### config.mk
export PLATFORM = sky130hd
export DESIGN_NAME = tm1637_resp_flat
export DESIGN_NICKNAME = d
export VERILOG_FILES = /design/src/rtl/tm1637_pkg.sv /design/src/rtl/tm1637_resp_if.sv /design/src/rtl/tm1637_bus_sync.sv /design/src/rtl/tm1637_resp.sv /design/src/flat_wrapper.sv
export SDC_FILE = /design/constraint.sdc
export NUM_CORES = 1
export LEC_CHECK = 0
export ABC_AREA = 1
export CORE_UTILIZATION = 48
export CTS_CLUSTER_DIAMETER = 50
export DETAILED_ROUTE_END_ITERATION = 10
export GPL_TIMING_DRIVEN = 0
export PLACE_DENSITY = 0.76
export SLEW_MARGIN = 20
export SYNTH_ARGS = -nofsm -noshare
export SYNTH_HDL_FRONTEND = slang
export SYNTH_HIERARCHICAL = 1
export SYNTH_SLANG_ARGS = --single-unit
### constraint.sdc
create_clock -name clk -period 2.3 [get_ports clk]
set_input_delay 0.23 -clock clk [delete_from_list [all_inputs] [get_ports clk]]
set_output_delay 0.23 -clock clk [all_outputs]
set_load 0.05 [all_outputs]
### src/rtl/tm1637_pkg.sv
// Shared command-field constants, FSM state encoding and decode helper
// for the TM1637-style display bus responder.
package tm1637_pkg;

  localparam logic [1:0] CMD_NONE = 2'b00;
  localparam logic [1:0] CMD_DATA = 2'b01;
  localparam logic [1:0] CMD_DISP = 2'b10;
  localparam logic [1:0] CMD_ADDR = 2'b11;

  localparam int BIT_READ    = 1;
  localparam int BIT_FIXED   = 2;
  localparam int BIT_DISP_ON = 3;

  localparam logic [2:0] PTR_MAX = 3'd7;

  typedef enum logic [2:0] {
    ST_IDLE,
    ST_CMD,
    ST_WDATA,
    ST_RDATA,
    ST_ACK,
    ST_RACK
  } state_t;

  function automatic logic [1:0] cmd_kind(input logic [7:0] b);
    return b[7:6];
  endfunction

endpackage

### src/rtl/tm1637_resp_if.sv
// Two-wire display bus as seen at the pads: bus clock/data levels in,
// open-drain data pull-down out.
interface tm1637_resp_if;
  logic scl_in;
  logic sda_in;
  logic sda_en;
  logic sda_out;

  modport master (output scl_in, output sda_in, input sda_en, input sda_out);
  modport slave  (input scl_in, input sda_in, output sda_en, output sda_out);
endinterface

### src/rtl/tm1637_bus_sync.sv
// Synchronizes the asynchronous bus pads and emits one-cycle START, STOP,
// SCL-rise and SCL-fall pulses from the synchronized levels.
module tm1637_bus_sync #(
  parameter int SYNC_STAGES = 2
) (
  input  logic clk,
  input  logic rst,
  input  logic i_scl,
  input  logic i_sda,
  output logic o_sda,
  output logic o_start,
  output logic o_stop,
  output logic o_rise,
  output logic o_fall
);

  logic [SYNC_STAGES-1:0] r_scl_sync;
  logic [SYNC_STAGES-1:0] r_sda_sync;
  logic                   r_scl_d;
  logic                   r_sda_d;
  logic                   w_scl;
  logic                   w_sda;

  assign w_scl = r_scl_sync[SYNC_STAGES-1];
  assign w_sda = r_sda_sync[SYNC_STAGES-1];

  // Filled with 1 so a freshly reset chain looks like an idle bus.
  always_ff @(posedge clk) begin
    if (rst) begin
      r_scl_sync <= '1;
      r_sda_sync <= '1;
      r_scl_d    <= 1'b1;
      r_sda_d    <= 1'b1;
    end else begin
      r_scl_sync <= {r_scl_sync[SYNC_STAGES-2:0], i_scl};
      r_sda_sync <= {r_sda_sync[SYNC_STAGES-2:0], i_sda};
      r_scl_d    <= w_scl;
      r_sda_d    <= w_sda;
    end
  end

  assign o_sda   = w_sda;
  assign o_start = w_scl & r_scl_d & r_sda_d & ~w_sda;
  assign o_stop  = w_scl & r_scl_d & ~r_sda_d & w_sda;
  assign o_rise  = w_scl & ~r_scl_d;
  assign o_fall  = ~w_scl & r_scl_d;

endmodule

### src/rtl/tm1637_resp.sv
// TM1637-compatible bus responder: decodes data/address/display commands,
// stores display bytes, ACKs received bytes and shifts out the key-scan byte.
module tm1637_resp
  import tm1637_pkg::*;
#(
  parameter int NUM_GRIDS   = 6,
  parameter int SYNC_STAGES = 2
) (
  input  logic                   clk,
  input  logic                   rst,
  tm1637_resp_if.slave           bus,
  input  logic [7:0]             key_in,
  output logic [8*NUM_GRIDS-1:0] seg_data,
  output logic                   disp_on,
  output logic [2:0]             brightness,
  output logic                   frame_done
);

  logic w_sda, w_start, w_stop, w_rise, w_fall;

  tm1637_bus_sync #(.SYNC_STAGES(SYNC_STAGES)) u_sync (
    .clk     (clk),
    .rst     (rst),
    .i_scl   (bus.scl_in),
    .i_sda   (bus.sda_in),
    .o_sda   (w_sda),
    .o_start (w_start),
    .o_stop  (w_stop),
    .o_rise  (w_rise),
    .o_fall  (w_fall)
  );

  state_t     r_state, w_state_nxt;
  state_t     r_ret, w_ret_nxt;
  logic [2:0] r_rbit, w_rbit_nxt;
  logic       r_sda_en, w_sda_en_nxt;
  logic [3:0] r_bit_cnt;
  logic [7:0] r_shift;
  logic       r_lock;
  logic       r_fixed;
  logic [2:0] r_ptr;
  logic [7:0] r_key;
  logic       r_disp_on;
  logic [2:0] r_bright;
  logic       r_wrote;
  logic       r_frame_done;
  logic [7:0] r_seg [NUM_GRIDS];

  logic w_rx_active, w_byte_end, w_ptr_ok;
  logic w_set_mode, w_set_addr, w_set_disp, w_wr, w_cap_key;

  // A locked CMD state has already answered its command; later bytes are ignored.
  assign w_rx_active = (r_state == ST_WDATA) || (r_state == ST_CMD && !r_lock);
  assign w_byte_end  = w_rx_active && w_fall && (r_bit_cnt == 4'd8);
  assign w_ptr_ok    = (32'(r_ptr) < NUM_GRIDS);

  always_comb begin
    w_state_nxt = r_state;
    w_ret_nxt   = r_ret;
    w_rbit_nxt  = r_rbit;
    w_set_mode  = 1'b0;
    w_set_addr  = 1'b0;
    w_set_disp  = 1'b0;
    w_wr        = 1'b0;
    w_cap_key   = 1'b0;
    if (w_stop) begin
      w_state_nxt = ST_IDLE;
    end else if (w_start) begin
      w_state_nxt = ST_CMD;
    end else begin
      case (r_state)
        ST_CMD: begin
          if (w_byte_end) begin
            case (cmd_kind(r_shift))
              CMD_DATA: begin
                w_set_mode  = 1'b1;
                w_cap_key   = r_shift[BIT_READ];
                w_ret_nxt   = r_shift[BIT_READ] ? ST_RDATA : ST_CMD;
                w_state_nxt = ST_ACK;
              end
              CMD_ADDR: begin
                w_set_addr  = 1'b1;
                w_ret_nxt   = ST_WDATA;
                w_state_nxt = ST_ACK;
              end
              CMD_DISP: begin
                w_set_disp  = 1'b1;
                w_ret_nxt   = ST_CMD;
                w_state_nxt = ST_ACK;
              end
              CMD_NONE: w_state_nxt = ST_IDLE;
              default:  w_state_nxt = ST_IDLE;
            endcase
          end
        end
        ST_WDATA: begin
          if (w_byte_end) begin
            w_wr        = 1'b1;
            w_ret_nxt   = ST_WDATA;
            w_state_nxt = ST_ACK;
          end
        end
        ST_ACK: begin
          if (w_fall) begin
            w_state_nxt = r_ret;
            w_rbit_nxt  = 3'd0;
          end
        end
        ST_RDATA: begin
          if (w_fall) begin
            if (r_rbit == 3'd7) w_state_nxt = ST_RACK;
            else                w_rbit_nxt  = r_rbit + 3'd1;
          end
        end
        ST_RACK: begin
          if (w_fall) w_state_nxt = ST_CMD;
        end
        default: ;
      endcase
    end

    case (w_state_nxt)
      ST_ACK:   w_sda_en_nxt = 1'b1;
      ST_RDATA: w_sda_en_nxt = ~r_key[w_rbit_nxt];
      default:  w_sda_en_nxt = 1'b0;
    endcase
  end

  always_ff @(posedge clk) begin
    if (rst) begin
      r_state  <= ST_IDLE;
      r_ret    <= ST_CMD;
      r_rbit   <= 3'd0;
      r_sda_en <= 1'b0;
    end else begin
      r_state  <= w_state_nxt;
      r_ret    <= w_ret_nxt;
      r_rbit   <= w_rbit_nxt;
      r_sda_en <= w_sda_en_nxt;
    end
  end

  always_ff @(posedge clk) begin
    if (rst) begin
      r_bit_cnt    <= 4'd0;
      r_shift      <= 8'd0;
      r_lock       <= 1'b0;
      r_fixed      <= 1'b0;
      r_ptr        <= 3'd0;
      r_key        <= 8'd0;
      r_disp_on    <= 1'b0;
      r_bright     <= 3'd0;
      r_wrote      <= 1'b0;
      r_frame_done <= 1'b0;
      for (int g = 0; g < NUM_GRIDS; g++) r_seg[g] <= 8'd0;
    end else begin
      if (w_start || w_stop || w_byte_end) begin
        r_bit_cnt <= 4'd0;
      end else if (w_rx_active && w_rise && r_bit_cnt != 4'd8) begin
        r_shift   <= {w_sda, r_shift[7:1]};
        r_bit_cnt <= r_bit_cnt + 4'd1;
      end

      if (w_start)                                          r_lock <= 1'b0;
      else if (w_state_nxt == ST_CMD && r_state != ST_CMD) r_lock <= 1'b1;

      if (w_set_mode) r_fixed <= r_shift[BIT_FIXED];
      if (w_set_disp) begin
        r_disp_on <= r_shift[BIT_DISP_ON];
        r_bright  <= r_shift[2:0];
      end
      if (w_cap_key) r_key <= key_in;

      // Out-of-range pointers still advance, saturating rather than wrapping.
      if (w_set_addr)                             r_ptr <= r_shift[2:0];
      else if (w_wr && !r_fixed && r_ptr != PTR_MAX) r_ptr <= r_ptr + 3'd1;

      if (w_wr) begin
        for (int g = 0; g < NUM_GRIDS; g++) begin
          if (r_ptr == 3'(g)) r_seg[g] <= r_shift;
        end
      end

      if (w_start || w_stop)   r_wrote <= 1'b0;
      else if (w_wr && w_ptr_ok) r_wrote <= 1'b1;

      r_frame_done <= w_stop && r_wrote;
    end
  end

  always_comb begin
    seg_data = '0;
    for (int g = 0; g < NUM_GRIDS; g++) seg_data[g*8 +: 8] = r_seg[g];
  end

  assign bus.sda_en  = r_sda_en;
  assign bus.sda_out = 1'b0;
  assign disp_on     = r_disp_on;
  assign brightness  = r_bright;
  assign frame_done  = r_frame_done;

endmodule

### src/flat_wrapper.sv
// flat-port wrapper written by rule: the top's interface ports become plain ports
module tm1637_resp_flat import tm1637_pkg::*;
#(
  parameter int NUM_GRIDS   = 6,
  parameter int SYNC_STAGES = 2
)
  (clk, rst, key_in, seg_data, disp_on, brightness, frame_done, bus_scl_in, bus_sda_in, bus_sda_en, bus_sda_out);
  tm1637_resp_if bus_i ();
  input  logic clk;
  input  logic rst;
  input  logic [7:0] key_in;
  output logic [8*NUM_GRIDS-1:0] seg_data;
  output logic disp_on;
  output logic [2:0] brightness;
  output logic frame_done;
  input wire logic [$bits(bus_i.scl_in)-1:0] bus_scl_in;
  input wire logic [$bits(bus_i.sda_in)-1:0] bus_sda_in;
  output wire logic [$bits(bus_i.sda_en)-1:0] bus_sda_en;
  output wire logic [$bits(bus_i.sda_out)-1:0] bus_sda_out;
  assign bus_i.scl_in = bus_scl_in;
  assign bus_i.sda_in = bus_sda_in;
  assign bus_sda_en = bus_i.sda_en;
  assign bus_sda_out = bus_i.sda_out;
  tm1637_resp #(.NUM_GRIDS(NUM_GRIDS), .SYNC_STAGES(SYNC_STAGES)) u_core (.clk(clk), .rst(rst), .bus(bus_i), .key_in(key_in), .seg_data(seg_data), .disp_on(disp_on), .brightness(brightness), .frame_done(frame_done));
endmodule
==> metrics.txt <==
status=finished, final reports clean; final cell utilization of the core=0.6478; Worst Hold Class=reg2reg; final slew viol count=0; main flop type after synthesis=edfxtp_1; Die W=92.89 µm; fillcell total=657; commonest non-fill, non-tap cell in the layout=nor2_1; register area=2362 µm²; Final GP Congestion=0.8543; antenna violations before repair=0; Cell variety after synth=42; Yosys top cell area share=0.3635; via-per-instance ratio=5.091; Synth Net Count=432; CORE AREA=7848 µm²; initial drt markers=228; FF-to-FF path depth=9; worst-path fanout max=8; Max Cap Viol=0; 1st-pass router iterations=7; ANT nets after route=0; setup TNS=0 ns; Critical R2R Capture=u_core/r_seg[5][2]$_SDFFCE_PN0P_; worst vdd ir=0.3285 mV; min-delay src=u_core/u_sync/r_scl_sync[0]$_SDFF_PP1_; crit path time final=2.116 ns; drt drc=0; CTS tree=done; wire per inst=13.32 µm; Worst-path clk slew=0.09 ns; Synth Register Bits=94; die height=92.89 µm; gr usage total=0.1901; remaining global-route overflow=0; first-pass GRT wire length=12.79 mm; R2R setup slack=0.18 ns; Num Clock Sinks=94; worst-skew pair later-pin latency=0.36 ns; hpwl dp=5.582 mm; Final Hold Viols=0; diode count=0; final hold slack=0.4111 ns; critical path startpoint category=register; I/O pin cnt=67; Setup violations, final=0; hold path cells=1; sequential area share after synthesis=0.5958; Mapped Avg Cell Area=9.647 µm²; Root Driver=clkbuf_8; cell taking the most area after synthesis=edfxtp_1; setup repair after global routing missed its margin=false; Die Area=8628 µm²; Mapped Area=3965 µm²; worst slew pin tran=0.5170 ns; synth-to-layout area growth=28.21%; post-route insts no fill=596; ys async rst share=0; CP Data Arrival Time=2.20 ns; Post-synth EDFFs=48; most frequent cells in the layout=88 x nor2_1, 65 x clkdlybuf4s50_1, 48 x edfxtp_1; yosys warns=6; pin count of the biggest net entering global routing=20; Critical Path End Type=register; # H-tree levels=3; DR vias=3034; Reg-to-Reg Start=u_core/u_sync/r_scl_d$_SDFF_PP1_; Worst EP required=2.38 ns; cts bufs inserted=9; fin nets=510; Synth area leaders=edfxtp_1 36%, dfxtp_1 23%, nor2_1 8.5%; final worst-path cycle share=0.9200; Total Power=3.351 mW; post-synthesis cell count=411; Hold Path Sink=u_core/u_sync/r_scl_sync[1]$_SDFF_PP1_; multi-input logic area=1459 µm²; routed wire length=7.936 mm; number of global-route vias before repair=2772; PD cells=659.2 nW/µm²; critical path type=reg2reg; Pleak=1.847 nW; FMAX=472.6 MHz; Post-Place Cells=578; share of layout cells above drive strength 1=0.09717; port buffer count=65; FP Rows=32; Slew headroom=0.6543; Initial Utilization=0.5053; clock skew=0.008962 ns; CTS max path bufs=2
-- sequential cells by signal, summed over array words and instances (netlist names), 2 cells and up --
| register | count |
|---|---|
| u_core/r_rbit | 3 |
| u_core/u_sync/r_sda_sync | 2 |
| u_core/brightness | 3 |
| u_core/r_seg | 48 |
| u_core/r_ptr | 3 |
| u_core/r_ret | 2 |
| u_core/r_shift | 8 |
| u_core/r_key | 8 |
| u_core/r_bit_cnt | 4 |
| u_core/r_state | 3 |
| u_core/u_sync/r_scl_sync | 2 |
-- routing by layer --
metal,vias to the layer above,track usage,share of wire
met3,8,0.03202,0.046
met1,1404,0.2316,0.44
met2,87,0.3364,0.50
met4,0,0.06923,0.012
li1,1535,-,-
met5,-,0,0
-- repair_timing --
item,CTS,global route
setup endpoints to repair,48,59
pin swaps,0,3
gates cloned,0,0
setup buffers,0,3
hold buffers,0,0
resized for setup,7,10
-- worst max-delay path, cell delays in order (launching register included) --
cell and delay, ns:
dfxtp_1 0.36, inv_1 0.08, nor2_4 0.18, inv_1 0.11, nor4_1 0.27, inv_1 0.12, nor2_4 0.16, inv_1 0.14
o31ai_4 0.28, buf_12 0.16
-- how the worst max path moves through the flow --
| stage | from | endpoint | slack (ns) | cells past startpoint |
|---|---|---|---|---|
| floorplan | u_core/u_sync/r_scl_d$_SDFF_PP1_ | u_core/r_seg[5][0]$_SDFFCE_PN0P_ | -0.09 | 8 |
| global placement | u_core/u_sync/r_scl_d$_SDFF_PP1_ | u_core/r_seg[1][2]$_SDFFCE_PN0P_ | -0.55 | 8 |
| detailed placement | u_core/u_sync/r_scl_d$_SDFF_PP1_ | u_core/r_seg[1][1]$_SDFFCE_PN0P_ | -0.61 | 8 |
| CTS | u_core/u_sync/r_sda_sync[1]$_SDFF_PP1_ | u_core/r_seg[0][7]$_SDFFCE_PN0P_ | 0.01 | 9 |
| global route | u_core/u_sync/r_sda_sync[1]$_SDFF_PP1_ | u_core/r_key[0]$_SDFFE_PP0P_ | 0.006 | 11 |
| finish | u_core/u_sync/r_scl_d$_SDFF_PP1_ | u_core/r_seg[5][2]$_SDFFCE_PN0P_ | 0.18 | 9 |
-- final cells by class --
type | count | share of cell area
inverter | 44 | 0.03249
clock inverter | 7 | 0.01871
sequential | 94 | 0.4647
buffer | 8 | 0.01034
tap | 102 | 0.02510
clock buffer | 9 | 0.02437
multi-input combinational | 264 | 0.2870
timing repair buffer | 68 | 0.1373
-- metrics by stage --
step                area, µm²  worst slack (ns)
detailed placement       4743           -0.6091
global route             5084          0.005993
floorplan                3965          -0.09388
global placement         4743           -0.5488
CTS                      4994           0.01187
finish                   5084            0.1839
-- power breakdown --
| part | internal, mW | total [mW] | switching (mW) |
|---|---|---|---|
| Clock | 0.616 | 1.19 | 0.574 |
| Sequential | 1.80 | 1.82 | 0.0175 |
| Combinational | 0.109 | 0.341 | 0.233 |
| Total | 2.53 | 3.35 | 0.824 |
-- cell usage after synthesis (2+ instances only) --
library cell,number
a21oi_1,25
edfxtp_1,48
buf_4,3
o31ai_1,2
nand4_4,4
nor2_2,2
o21ai_0,26
nor2_1,90
nor3_2,2
clkbuf_1,3
ha_1,9
clkinv_1,3
nand3_1,27
dfxtp_1,46
inv_1,40
nand4_1,4
o221ai_1,2
or2_1,4
nor3_1,2
nand2_1,45
o211ai_1,2
nand3_2,2
-- cell families (layout without fill, tap and decap cells) --
kind of cell / Yosys count / count (layout) / share of synthesized area
compound gates: 64 / 64 / 0.08993
fa+ha+maj: 9 / 9 / 0.02840
buf+inv: 53 / 136 / 0.05585
flops: 94 / 94 / 0.5958
other cells: 1 / 1 / 0.0009458
simple gates: 190 / 190 / 0.2291
No activity file was read; power rests on OpenSTA's default activity.
